[src/rtl/fetch_pc_unit.sv]
// fetch_pc_unit: program counter and fetch sequencer for a 1-cycle registered instruction memory.
// Rev 1.0 -- initial release.
`default_nettype none

module fetch_pc_unit #(
  parameter int                  PC_WIDTH  = 16,
  parameter logic [PC_WIDTH-1:0] BASE_ADDR = 16'h1030,
  parameter int                  MEM_DEPTH = 1024
) (
  input  logic                clk,
  input  logic                rst,
  input  logic                stall,
  input  logic                redirect,
  input  logic [PC_WIDTH-1:0] redirect_addr,
  output logic [PC_WIDTH-1:0] ADDR_Prog,
  output logic                fetch_valid,
  output logic [PC_WIDTH-1:0] pc_fetched,
  output logic [15:0]         instr_count,
  output logic                range_err
);

  localparam logic [PC_WIDTH-1:0] LAST_ADDR = BASE_ADDR + PC_WIDTH'(MEM_DEPTH - 1);

  typedef enum logic [1:0] {
    RUN   = 2'd0,
    STALL = 2'd1,
    HALT  = 2'd2
  } state_t;

  state_t              state_q;
  logic [PC_WIDTH-1:0] addr_q;
  logic [PC_WIDTH-1:0] pc_q;
  logic                valid_q;
  logic [15:0]         cnt_q;
  logic [15:0]         cnt_d;
  logic                err_q;
  logic                target_ok;

  assign target_ok = (redirect_addr >= BASE_ADDR) && (redirect_addr <= LAST_ADDR);
  assign cnt_d     = (cnt_q == 16'hFFFF) ? cnt_q : cnt_q + 16'd1;

  // Redirect outranks HALT so that an in-range target is the only way out short of reset.
  always_ff @(posedge clk or posedge rst) begin
    if (rst) begin
      state_q <= RUN;
      addr_q  <= BASE_ADDR;
      pc_q    <= '0;
      valid_q <= 1'b0;
      cnt_q   <= 16'd0;
      err_q   <= 1'b0;
    end else if (redirect) begin
      valid_q <= 1'b0;
      if (target_ok) begin
        addr_q  <= redirect_addr;
        state_q <= RUN;
      end else begin
        err_q   <= 1'b1;
        state_q <= HALT;
      end
    end else if (state_q == HALT) begin
      valid_q <= 1'b0;
    end else if (stall) begin
      valid_q <= 1'b0;
      state_q <= STALL;
    end else begin
      pc_q    <= addr_q;
      valid_q <= 1'b1;
      cnt_q   <= cnt_d;
      // The last word is still fetched; the address then parks instead of wrapping.
      if (addr_q == LAST_ADDR) begin
        err_q   <= 1'b1;
        state_q <= HALT;
      end else begin
        addr_q  <= addr_q + 1'b1;
        state_q <= RUN;
      end
    end
  end

  assign ADDR_Prog   = addr_q;
  assign fetch_valid = valid_q;
  assign pc_fetched  = pc_q;
  assign instr_count = cnt_q;
  assign range_err   = err_q;

endmodule

`default_nettype wire

[config.mk]
export PLATFORM = sky130hd
export DESIGN_NAME = fetch_pc_unit
export DESIGN_NICKNAME = d
export VERILOG_FILES = /design/src/rtl/fetch_pc_unit.sv
export SDC_FILE = /design/constraint.sdc
export NUM_CORES = 1
export LEC_CHECK = 0
export CAP_MARGIN = 30
export CORE_MARGIN = 10
export CORE_UTILIZATION = 52
export DETAILED_ROUTE_END_ITERATION = 7
export GPL_ROUTABILITY_DRIVEN = 0
export PLACE_DENSITY_LB_ADDON = 0.12
export SLEW_MARGIN = 20
export SYNTH_ARGS = -nofsm -noshare
export SYNTH_HDL_FRONTEND = slang
export SYNTH_SLANG_ARGS = --single-unit
[constraint.sdc]
create_clock -name clk -period 4.93 [get_ports clk]
set_input_delay 1.479 -clock clk [delete_from_list [all_inputs] [get_ports clk]]
set_output_delay 1.479 -clock clk [all_outputs]
set_load 0.1 [all_outputs]
==> results.yml <==
outcome:
  run_status: "completed"
critical_path:
  critical_path_origin: "redirect"
  worst_reg_to_reg_path_cell_count: 6
  timing.critical_path.fanout_max: 23
  crit_path_end_kind: "register"
  worstPathArrival_ns: 3.81
  path_cells: "clkdlybuf4s50_1, or3_1, buf_4, inv_1, and2_1, a311oi_1, a221o_1"
  setup.worst_path.class: "in2reg"
  rr_startpoint: "ADDR_Prog[0]"
  critical_path.endpoint: "ADDR_Prog[8]"
  critical_path.startpoint_type: "input pin"
  data_required_time_at_the_worst_endpoint_ns: 5.13
  rrSetupSlack_ns: 2.67
  critical_path.reg2reg.endpoint: "ADDR_Prog[10]"
  worst_path_cell_with_the_longest_stage_delay: "clkdlybuf4s50_1"
  crit_path_max_incr_delay_ns: 0.63
pwr:
  power-per-cell-area_nw_per_um2: 431
  power_mw: 1.50
  leakage_nw: 1.51
  vdd.ir_drop.worst_mv: 0.490
synth:
  ys.warnings.count: 0
  async_reset_ff_share_pct: 100
  post_synthesis_cells: 263
  synth_enable_flop_cells: 0
  synth_flop_cell: "dfrtp_1"
  syn-mean-instance-area_um2: 9.92
  yosys_top_cell_area_share_pct: 47.0
  postSynthRegisterBits: 52
  synth_area_um2: 2610
  share_of_synthesized_area_occupied_by_flip_flops_and_latches_pct: 50.0
  synth_top_cell_by_area: "dfrtp_1"
  cell_types_occupying_the_most_area_after_synthesis: "dfrtp_1 (47%), nand2_1 (9.3%), mux2i_1 (5.0%)"
  syn-num-nets: 285
  yosys.cell_types.count: 54
global_route:
  grt_total_ovfl: 0
  first_global_vias: 2239
  met3_usage_in_global_routing_pct: 5.74
  grt_antenna_before_repair: 0
  maximum_number_of_pins_on_one_net_before_global_route_repair: 32
  groute.usage.overall_pct: 15.4
  grtUsageMet1_pct: 18.4
  grt_first_pass_wirelength_um: 10700
  top_usage_layer: "met2"
  grtUsageMet2_pct: 24.8
timing:
  hold-worst-slack_ns: 0.480
  fmax_mhz: 277
  finalSetupTns_ns: 0
  report.final.slew_viol_count: 0
  worst-slew-pin-transition_ns: 0.995
  max_slew_margin_pct: 33.4
  min_period_ns: 3.61
  setup_slack_ns: 1.32
  final_min_period_over_clock_period_pct: 73.3
  final-setup-viol-count: 0
  grt_setup_unrepaired: "false"
  report.final.hold_viol_count: 0
  fin_skew_ns: 0.00679
detailed_routing:
  drt_first_iter_violations: 227
  routed_wl_um: 6510
  route.vias.total: 2260
  post_drt_via_cell_ratio: 5.65
  drt-pass1-iter-count: 5
  antenna_viol_nets_final: 0
  remaining_drc_errors: 0
  drt-wirelength-per-cell_um: 16.3
place:
  dp.final_hpwl_um: 4890
  port-buffer-count: 69
  detailedPlace.worstSlack_ns: 1.02
min_path:
  class_of_the_tightest_hold_or_removal_check: "reg2reg"
cts:
  post_cts_buffers: 0
  cts.reportedPaths.clkPinSlew_ns: 0.09
  cts_tree: "built"
  clkSinkCount: 52
  max_root_sink_buffers: 2
  number_of_levels_in_the_clock_h_tree: 2
  post_cts_hold_buffer_count: 0
  clock_insertion_delay_at_the_later_pin_of_the_skew_report_ns: 0.31
  tritoncts.num_buffers: 5
  root_buffer_cell: "clkbuf_8"
  cts_repair_resize_count: 0
floorplanning:
  floorplan.initialDensity_pct: 54.5
  die_h_um: 90.8
  io_pins: 70
  core_area_um2: 4790
  placement_rows: 25
  die_w_um: 90.8
  floorplan.die_area_um2: 8250
finish:
  area_delta_synth_final_pct: 33.1
  antennaDiodeCount: 0
  share_of_post_route_cells_with_drive_strength_above_1_pct: 7.51
  finalNetCount: 354
flow_run:
  max-cap-violations: 0
where the power goes:
part,switching [mW],internal (mW),total (mW)
registers,0.0797,0.486,0.565
logic,0.512,0.161,0.673
clock network,0.145,0.115,0.260
worst min-delay path by stage:
stage                         startpoint        endpoint  slack (ns)  depth (start not counted)
after global placement    pc_fetched[14]  pc_fetched[14]        0.46                          2
after global routing       pc_fetched[0]   pc_fetched[0]        0.52                          2
after detailed placement   pc_fetched[1]   pc_fetched[1]        0.46                          2
after floorplan               state_q[0]      state_q[0]        0.60                          3
after CTS                  pc_fetched[3]   pc_fetched[3]        0.49                          2
final                      pc_fetched[3]   pc_fetched[3]        0.48                          2
cell usage after synthesis, types with 2 or more instances:
cell	instances
and4_1	4
nand2_1	65
o21ai_0	2
o211ai_1	3
nor2_1	17
nor2b_1	2
xor2_1	6
nand4_1	11
o311ai_0	3
a21oi_1	3
inv_1	4
ha_1	2
dfrtp_1	49
xnor2_1	9
nand3_1	7
and3_1	6
a211oi_1	2
and2_1	3
mux2i_1	13
a31oi_1	4
a311oi_1	2
nor4b_1	4
o21a_1	3
dfstp_2	3
clkbuf_1	7
final cells by class:
class	count	area (um^2)
fill	377	1310
sequential	52	1310
multi-input combinational	196	1240
timing repair buffer	72	726
tap	67	83.8
clock buffer	6	82.6
inverter	5	18.8
clock inverter	2	13.8
metal layers:
metal / vias to the layer above / wire length, um / part of all wire (%)
met2: 109 / 3020 / 46
met4: 0 / 74 / 1.1
met5: - / 0 / 0
met1: 1071 / 2830 / 43
met3: 5 / 587 / 9.0
li1: 1075 / - / -
per-stage QoR:
| stage | cell area (um^2) | std cells | utilization, % |
|---|---|---|---|
| global route | 3470 | 400 | 72.6 |
| finish | 3470 | 400 | 72.6 |
| global placement | 3360 | 391 | 70.1 |
| CTS | 3470 | 400 | 72.6 |
| detailed placement | 3380 | 392 | 70.6 |
| floorplan | 2610 | 263 | - |
cells in the final DEF (no fill, tap or decap), types with 2 or more instances in the layout:
cell	n
nand3_1	7
nor2_1	17
o21ai_0	2
dfrtp_1	49
o311ai_0	3
nand2_1	65
xor2_1	6
and2_1	3
buf_4	2
and3_1	6
a21oi_1	3
dfstp_2	3
a211oi_1	2
nor2b_1	2
xnor2_1	9
a31oi_1	4
clkdlybuf4s50_1	69
ha_1	2
and4_1	4
inv_1	3
nor4b_1	4
mux2i_1	13
clkbuf_8	6
o211ai_1	3
o21a_1	3
nand4_1	11
a311oi_1	2
sequential cells by signal, summed over array words and instances (netlist names):
signal and cells:
ADDR_Prog 16, fetch_valid 1, instr_count 16, pc_fetched 16, range_err 1, state_q 2
cells by family after synthesis:
logic type / Yosys count / share of synthesized area, %
AND/OR/NAND/NOR: 130 / 25.0
flip-flops: 52 / 50.0
AO/OA/AOI/OAI: 35 / 11.2
XOR/XNOR: 15 / 5.03
buffers and inverters: 15 / 2.35
multiplexers: 14 / 5.42
adder cells (fa/ha/maj): 2 / 0.959
worst max-delay path, delay by kind of cell:
family	cells	cell delay [ns]
and+or+nand+nor	2	0.75
buffers and inverters	3	1.16
AOI/OAI and AO/OA	2	0.39
Note: power is estimated with default switching activity, not from simulation.
